`src/rtl/scarv_uart_pkg.sv`:
```
// Shared definitions for the 8N1 UART receive path: frame width, default bit
// timing and the receiver state encoding.
package scarv_uart_pkg;

   localparam int UART_DATA_BITS     = 8;
   localparam int DEFAULT_BIT_CYCLES = 434;

   typedef enum logic [2:0] {
      IDLE,
      START,
      DATA,
      STOP,
      BREAK
   } rx_state_e;

endpackage

```
`src/rtl/sync_byte_fifo.sv`:
```
// Single-clock byte FIFO with extra-MSB pointers; a simultaneous pop frees the
// slot a push into a full FIFO needs, so that push is still accepted.
module sync_byte_fifo
   import scarv_uart_pkg::*;
#(
   parameter int FIFO_DEPTH = 8
) (
   input  logic                          sys_clk,
   input  logic                          sys_reset,
   input  logic                          push,
   input  logic [UART_DATA_BITS-1:0]     data_in,
   output logic                          full,
   input  logic                          pop,
   output logic [UART_DATA_BITS-1:0]     data_out,
   output logic                          empty,
   output logic [$clog2(FIFO_DEPTH):0]   level
);

   localparam int AW = $clog2(FIFO_DEPTH);

   logic [UART_DATA_BITS-1:0] mem_q [FIFO_DEPTH];
   logic [AW:0]               wr_ptr_q, wr_ptr_d;
   logic [AW:0]               rd_ptr_q, rd_ptr_d;
   logic                      do_push;
   logic                      do_pop;

   assign empty    = (wr_ptr_q == rd_ptr_q);
   assign full     = (wr_ptr_q[AW] != rd_ptr_q[AW]) &&
                     (wr_ptr_q[AW-1:0] == rd_ptr_q[AW-1:0]);
   assign do_pop   = pop && !empty;
   assign do_push  = push && (!full || do_pop);
   assign level    = wr_ptr_q - rd_ptr_q;
   assign data_out = empty ? '0 : mem_q[rd_ptr_q[AW-1:0]];

   always_comb begin
      wr_ptr_d = wr_ptr_q;
      rd_ptr_d = rd_ptr_q;
      if (do_push) begin
         wr_ptr_d = wr_ptr_q + 1'b1;
      end
      if (do_pop) begin
         rd_ptr_d = rd_ptr_q + 1'b1;
      end
   end

   always_ff @(posedge sys_clk) begin
      if (sys_reset) begin
         wr_ptr_q <= '0;
         rd_ptr_q <= '0;
      end else begin
         wr_ptr_q <= wr_ptr_d;
         rd_ptr_q <= rd_ptr_d;
      end
   end

   // Storage needs no reset: data_out is masked to zero while empty.
   always_ff @(posedge sys_clk) begin
      if (do_push) begin
         mem_q[wr_ptr_q[AW-1:0]] <= data_in;
      end
   end

endmodule

```
`src/rtl/uart_rx_fifo.sv`:
```
// 8N1 UART receiver: input synchroniser, mid-bit sampling FSM and error pulses,
// feeding recovered bytes into a valid/ready byte FIFO.
module uart_rx_fifo
   import scarv_uart_pkg::*;
#(
   parameter int BIT_CYCLES = DEFAULT_BIT_CYCLES,
   parameter int FIFO_DEPTH = 8
) (
   input  logic                          sys_clk,
   input  logic                          sys_reset,
   input  logic                          uart_rxd,
   output logic                          rx_valid,
   output logic [UART_DATA_BITS-1:0]     rx_data,
   input  logic                          rx_ready,
   output logic [$clog2(FIFO_DEPTH):0]   rx_level,
   output logic                          frame_err,
   output logic                          overrun
);

   localparam int CW = $clog2(BIT_CYCLES);
   localparam int BW = $clog2(UART_DATA_BITS);
   localparam logic [CW-1:0] HALF_LAST = CW'(BIT_CYCLES / 2 - 1);
   localparam logic [CW-1:0] BIT_LAST  = CW'(BIT_CYCLES - 1);
   localparam logic [BW-1:0] LAST_BIT  = BW'(UART_DATA_BITS - 1);

   rx_state_e                 state_q, state_d;
   logic [CW-1:0]             cyc_q, cyc_d;
   logic [BW-1:0]             bit_q, bit_d;
   logic [UART_DATA_BITS-1:0] shift_q, shift_d;
   logic                      rxd_meta_q, rxd_s_q;
   logic                      frame_err_q, frame_err_d;
   logic                      overrun_q, overrun_d;
   logic                      push;
   logic                      fifo_full;
   logic                      fifo_empty;

   assign rx_valid  = !fifo_empty;
   assign frame_err = frame_err_q;
   assign overrun   = overrun_q;
   assign overrun_d = push && fifo_full && !(rx_ready && rx_valid);

   // Start is confirmed at half a bit, after which every sample lands mid-bit.
   always_comb begin
      state_d     = state_q;
      cyc_d       = cyc_q;
      bit_d       = bit_q;
      shift_d     = shift_q;
      push        = 1'b0;
      frame_err_d = 1'b0;
      case (state_q)
         IDLE: begin
            if (!rxd_s_q) begin
               state_d = START;
               cyc_d   = '0;
            end
         end
         START: begin
            if (cyc_q == HALF_LAST) begin
               cyc_d   = '0;
               bit_d   = '0;
               state_d = rxd_s_q ? IDLE : DATA;
            end else begin
               cyc_d = cyc_q + 1'b1;
            end
         end
         DATA: begin
            if (cyc_q == BIT_LAST) begin
               cyc_d   = '0;
               shift_d = {rxd_s_q, shift_q[UART_DATA_BITS-1:1]};
               bit_d   = bit_q + 1'b1;
               if (bit_q == LAST_BIT) begin
                  state_d = STOP;
               end
            end else begin
               cyc_d = cyc_q + 1'b1;
            end
         end
         STOP: begin
            if (cyc_q == BIT_LAST) begin
               cyc_d = '0;
               if (rxd_s_q) begin
                  push    = 1'b1;
                  state_d = IDLE;
               end else begin
                  frame_err_d = 1'b1;
                  state_d     = BREAK;
               end
            end else begin
               cyc_d = cyc_q + 1'b1;
            end
         end
         BREAK: begin
            if (rxd_s_q) begin
               state_d = IDLE;
            end
         end
         default: state_d = IDLE;
      endcase
   end

   always_ff @(posedge sys_clk) begin
      if (sys_reset) begin
         rxd_meta_q  <= 1'b1;
         rxd_s_q     <= 1'b1;
         state_q     <= IDLE;
         cyc_q       <= '0;
         bit_q       <= '0;
         shift_q     <= '0;
         frame_err_q <= 1'b0;
         overrun_q   <= 1'b0;
      end else begin
         rxd_meta_q  <= uart_rxd;
         rxd_s_q     <= rxd_meta_q;
         state_q     <= state_d;
         cyc_q       <= cyc_d;
         bit_q       <= bit_d;
         shift_q     <= shift_d;
         frame_err_q <= frame_err_d;
         overrun_q   <= overrun_d;
      end
   end

   sync_byte_fifo #(
      .FIFO_DEPTH (FIFO_DEPTH)
   ) u_fifo (
      .sys_clk   (sys_clk),
      .sys_reset (sys_reset),
      .push      (push),
      .data_in   (shift_q),
      .full      (fifo_full),
      .pop       (rx_ready),
      .data_out  (rx_data),
      .empty     (fifo_empty),
      .level     (rx_level)
   );

endmodule

```
`config.mk`:
```
export PLATFORM = sky130hd
export DESIGN_NAME = uart_rx_fifo
export DESIGN_NICKNAME = d
export VERILOG_FILES = /design/src/rtl/scarv_uart_pkg.sv /design/src/rtl/sync_byte_fifo.sv /design/src/rtl/uart_rx_fifo.sv
export SDC_FILE = /design/constraint.sdc
export NUM_CORES = 1
export LEC_CHECK = 0
export CAP_MARGIN = 15
export CORE_AREA = 2 2 131 82
export DETAILED_ROUTE_END_ITERATION = 8
export DIE_AREA = 0 0 133 84
export PLACE_DENSITY = 0.66
export SLEW_MARGIN = 5
export SYNTH_ARGS = -nofsm -noshare
export SYNTH_HDL_FRONTEND = slang
export SYNTH_HIERARCHICAL = 1
export SYNTH_SLANG_ARGS = --single-unit
```
`constraint.sdc`:
```
create_clock -name sys_clk -period 4.54 [get_ports sys_clk]
set_input_delay 0.454 -clock sys_clk [delete_from_list [all_inputs] [get_ports sys_clk]]
set_output_delay 0.454 -clock sys_clk [all_outputs]
set_load 0.005 [all_outputs]
```
# Yosys cells after proc, flatten, opt, wreduce, memory -nomap -nowiden
# Memory sizes are Yosys's and may differ from the RTL's. A register that Yosys moved wholly into a read port is not among the register bits.
# Cells that the tools add are included.
# Widths: inputs -> output; s select.
# word_totals
regBits,35
mem_bits_rw,64
input_bits,4
mem_count,1
# classes
add_sub_neg,5
n_eq_ne,16
muxes,25
bitwise_logic,2
reduce_logical,18
# memory_table
memory,depth,word_bits,rd,rd_clocked_by_memory_dff,wr,line_no,text
u_fifo.mem_q,8,8,1,1,1,sync_byte_fifo.sv:21,logic [UART_DATA_BITS-1:0] mem_q [FIFO_DEPTH];
# ops
op,n
$mux 3,11
$mux 9,3
$pmux 9 s3,1
$pmux 3 s5,1
$ne 2x2->1 const B,6
$add 9x1->9 const B,1
$eq 9x8->1 const B,1
$eq 9x9->1 const B,1
$add 4x1->4 const B,2
$mux 8,1
$eq 3x2->1 const B,2
$eq 3x3->1 const B,2
$mux 1,6
$pmux 3 s2,1
$reduce_and 6->1,1
$logic_and 1x1->1,5
$eq 4x4->1,1
$reduce_and 2->1,2
$sub 4x4->4,1
$add 3x1->3 const B,1
$eq 3x1->1 const B,1
$eq 3x3->1,1
$logic_not 1->1,3
$logic_not 3->1,1
9 further kinds,10

# Longest topological paths before layout
# depth
word_depth,7
depth_mapped,9

# Hierarchy
# The synthesis kept the hierarchy.
# modules_own_cells
mod,instances,cells_each,area_per_inst_um2
sync_byte_fifo,1,169,3029.2
uart_rx_fifo,1,166,1376.3

# Worst setup path after synthesis
# Ideal clock, no wire load.
# synth_timing
kind,register -> register
start,register cyc_q[0]
end,memory u_fifo.mem_q[0][0] (enable)
setup_time_ps,383
arrival_time_ps,2053
setup_slack_ps,2104
stages_incl_launch_ff,8
synth_period_minus_slack_ps,2436
path_cell_list,dfxtp_1 > ha_1 > and4b_1 > buf_2 > nand2_1 > nor3_2 > nand3b_1 > nor3_1
# synth_via
elab_chain_len,6
# synth_rtl
element,line_no,text
"start, declared",uart_rx_fifo.sv:27,"logic [CW-1:0] cyc_q, cyc_d;"
"start signal, assigned",uart_rx_fifo.sv:115,cyc_q <= cyc_d;
$eq 9x9->1,uart_rx_fifo.sv:79,if (cyc_q == BIT_LAST) begin
$mux 1,uart_rx_fifo.sv:79,
$mux 1,uart_rx_fifo.sv:50,case (state_q)
via push,uart_rx_fifo.sv:33,logic push;
$logic_and 1x1->1,sync_byte_fifo.sv:31,assign do_push = push && (!full || do_pop);
$mux 1,sync_byte_fifo.sv:58,if (do_push) begin
$mux 1 (not written as such),sync_byte_fifo.sv:59,mem_q[wr_ptr_q[AW-1:0]] <= data_in;
"end, declared",sync_byte_fifo.sv:21,
# The timed path passes the listed nets, and every way through them passes these cells.

# Worst setup path after layout
# layout_timing
start,register u_fifo.wr_ptr_q[0]
end,output rx_data[2]
# layout_via
elab_chain_len,2
# layout_rtl
element,line_no,text
"start, declared",sync_byte_fifo.sv:22,"logic [AW:0] wr_ptr_q, wr_ptr_d;"
"start signal, assigned",sync_byte_fifo.sv:51,wr_ptr_q <= wr_ptr_d;
$eq 4x4->1,sync_byte_fifo.sv:27,assign empty = (wr_ptr_q == rd_ptr_q);
via fifo_empty,uart_rx_fifo.sv:35,logic fifo_empty;
$mux 8,sync_byte_fifo.sv:33,assign data_out = empty ? '0 : mem_q[rd_ptr_q[AW-1:0]];
"end, declared",uart_rx_fifo.sv:13,"output logic [UART_DATA_BITS-1:0] rx_data,"
# The timed path passes the listed nets, and every way through them passes these cells.

==> metrics.yaml <==
grt_max_degree: 38
die_y_um: 84
start_util_pct: 43.52
ys_types: 53
cts_hold_buf: 0
path_cells: "inv_1, ha_1, nand3_1, nor2_2, nor2b_1, a22o_1, clkdlybuf4s50_1"
met3_usage_pct: 4.250
power_density_mw_per_mm2: 344.8
grt_pass1_vias: 2661
worstPathArrival_ns: 2.93
clk_latency_ns: 0.34
cp.required_ns: 4.09
max_stage_delay_ns: 0.52
hold_viol_final: 0
timing.final.ws_setup_ns: 1.155
fp.dieW_um: 133
gp_congestion: 0.7846
synth_edf_count: 64
ir_drop_v: 0.0001912
crit_path_end_kind: "output pin"
cts_resized: 0
track_usage_pct: 15.85
max_cap_viol_count: 0
slew_headroom_pct: 41.75
synth.yosys.warnings: 6
hold_path_class: "reg2reg"
gr-usage-met1_pct: 23.13
post_cts_buffers: 0
coreArea_mm2: 0.01012
synth_fp_nets: 350
via_count: 2708
place_ws_ns: 1.381
synthArstFlopShare_pct: 0
nets: 368
total_power_w: 0.001727
path_class: "reg2out"
finalSetupViolations: 0
via_per_inst: 5.449
dieArea_mm2: 0.01117
p_clk_share_pct: 42.2
finalCritPeriodShare_pct: 74.56
worst_slew_pin_slew_ns: 0.8706
clkTransAtPathRegs_ns: 0.07
antenna_found_initial: 0
cts_buffer_depth: 2
ys_ff_latch: 102
swShare_pct: 20.34
crit_path_top_delay_cell: "nor2b_1"
worst_setup_path_start_kind: "register"
fin_skew_ns: 0.006655
final_common_cell: "edfxtp_1"
synth.avg_cell_area_um2: 13.15
grt_pass1_wl_mm: 13.66
portBuffers: 18
max_freq_mhz: 295.4
cts_tree: "yes"
syn_area_mm2: 0.004405
p_leak_nw: 1.632
area.growth.synth_to_final_pct: 13.66
p_int_w: 0.001375
cts_buffers: 9
ys_seq_area_share_pct: 60.89
fin_tns_setup_ns: 0
num_io_pins: 19
drtIter0Drc: 264
seqPwrFrac_pct: 56.6
wl_per_cell_um: 16.82
report.final.slew_viol_count: 0
p_comb_share_pct: 1.2
yosys.area.top_type_share_pct: 43.62
top_usage_layer: "met1"
switching_power_w: 0.0003512
diodes: 0
clock_sinks: 102
synth_area_leader_cell: "edfxtp_1"
most-common-layout-cells: "edfxtp_1 (64), dfxtp_1 (38), nand2_1 (29), a21oi_1 (21), nand3_1 (20)"
rsz0062_at_grt: "no"
placementRows: 29
drive_above_1_share_pct: 14.25
period_needed_ns: 3.385
synth_ff_type: "edfxtp_1"
outcome: "finished clean"
final_antenna_net_count: 0
firstDrtPassIters: 4
root_buffer: "clkbuf_16"
yosys-top-cells-area: "edfxtp_1 (44%), dfxtp_1 (17%), mux4_2 (8.2%)"
drcViolationCount: 0
synthCells: 335
h-tree-depth: 3
worstPathMaxFanout: 8
met2_usage_pct: 23.08
dp_hpwl_mm: 5.663
wirelength_mm: 8.359
grt.overflow.total: 0
==> final cells by class <==
cell class	instances	area, µm²
multi-input cells	206	1599
repair buffers	23	225.2
clock buffers	11	242.7
well taps	139	173.9
fillers	838	5116
flip-flops and latches	102	2683
inverters	11	41.29
clock inverters	5	42.54
==> routing by layer <==
layer / up-vias / part of all wire (%)
li1: 1302 / -
met5: - / 0
met2: 44 / 45
met3: 8 / 3.2
met4: 0 / 0.91
met1: 1354 / 51
==> sequential cells by signal (all words and copies together) (netlist names), 3 cells and up, named ones only <==
register	flops
bit_q	3
u_fifo/mem_q	64
shift_q	8
cyc_q	9
u_fifo/rd_ptr_q	4
state_q	3
u_fifo/wr_ptr_q	4
==> metrics by stage <==
step / hold WS (ns) / instances / util (%) / instance area, µm²
final: 0.4125 / 497 / 49.46 / 5007
after global routing: 0.4367 / 497 / 49.46 / 5007
after CTS: 0.4169 / 496 / 49.26 / 4987
after detailed placement: 0.3987 / 480 / 46.45 / 4702
after global placement: 0.4053 / 480 / 46.45 / 4702
after floorplan: 0.3895 / 335 / - / 4405
==> path summary, 6_finish.rpt <==
| kind | startpoint | to | slack, ns | cells after the start |
|---|---|---|---|---|
| hold / removal | rxd_meta_q | rxd_s_q | 0.41 | 1 |
| hold reg to reg | rxd_meta_q | rxd_s_q | 0.41 | 1 |
| setup / recovery | u_fifo/wr_ptr_q[0] | rx_data[2] | 1.16 | 7 |
| setup reg to reg | cyc_q[0] | u_fifo/mem_q[1][3] | 1.73 | 6 |
==> critical path: cells and delay by family, from the launching register on <==
family                     cells  cell delay [ns]
and+or+nand+nor                3             0.90
buffers and inverters          2             0.65
DFF                            1             0.44
adders and majority gates      1             0.33
AOI/OAI and AO/OA              1             0.27
==> power groups by stage <==
stage,logic (W),clock network (W),registers (W)
2_1_floorplan,0.0000152,0,0.000997
3_3_place_gp,0.0000209,0,0.000998
3_5_place_dp,0.0000209,0,0.000998
4_1_cts,0.0000210,0.000744,0.000977
5_1_grt,0.0000238,0.000787,0.000977
6_report,0.0000210,0.000728,0.000977
==> cell usage after synthesis (3+ instances only) <==
library cell  instances
o21ai_0               4
a22o_1                8
nor3_1                7
a21o_1                4
xor2_1                4
nor2b_1               3
nand3b_1              3
o22ai_1               6
buf_2                 4
mux4_2               16
and4b_1               3
ha_1                 10
o21ai_1               3
nor4_1                3
clkbuf_1              6
inv_1                11
or3_1                 3
a21oi_1              21
nand3_1              20
nand2_1              29
xnor2_1               3
edfxtp_1             64
nor2_1               19
and2_1                3
dfxtp_1              38
==> kinds of logic after synthesis <==
logic type,Yosys count,synth area share [%]
AND/OR/NAND/NOR,110,13.41
flip-flops,102,60.89
AO/OA/AOI/OAI,59,9.088
buffers and inverters,27,2.925
multiplexers,18,8.634
adder cells (fa/ha/maj),11,3.295
XOR/XNOR,8,1.761
Power figures use the tool's default switching activity.
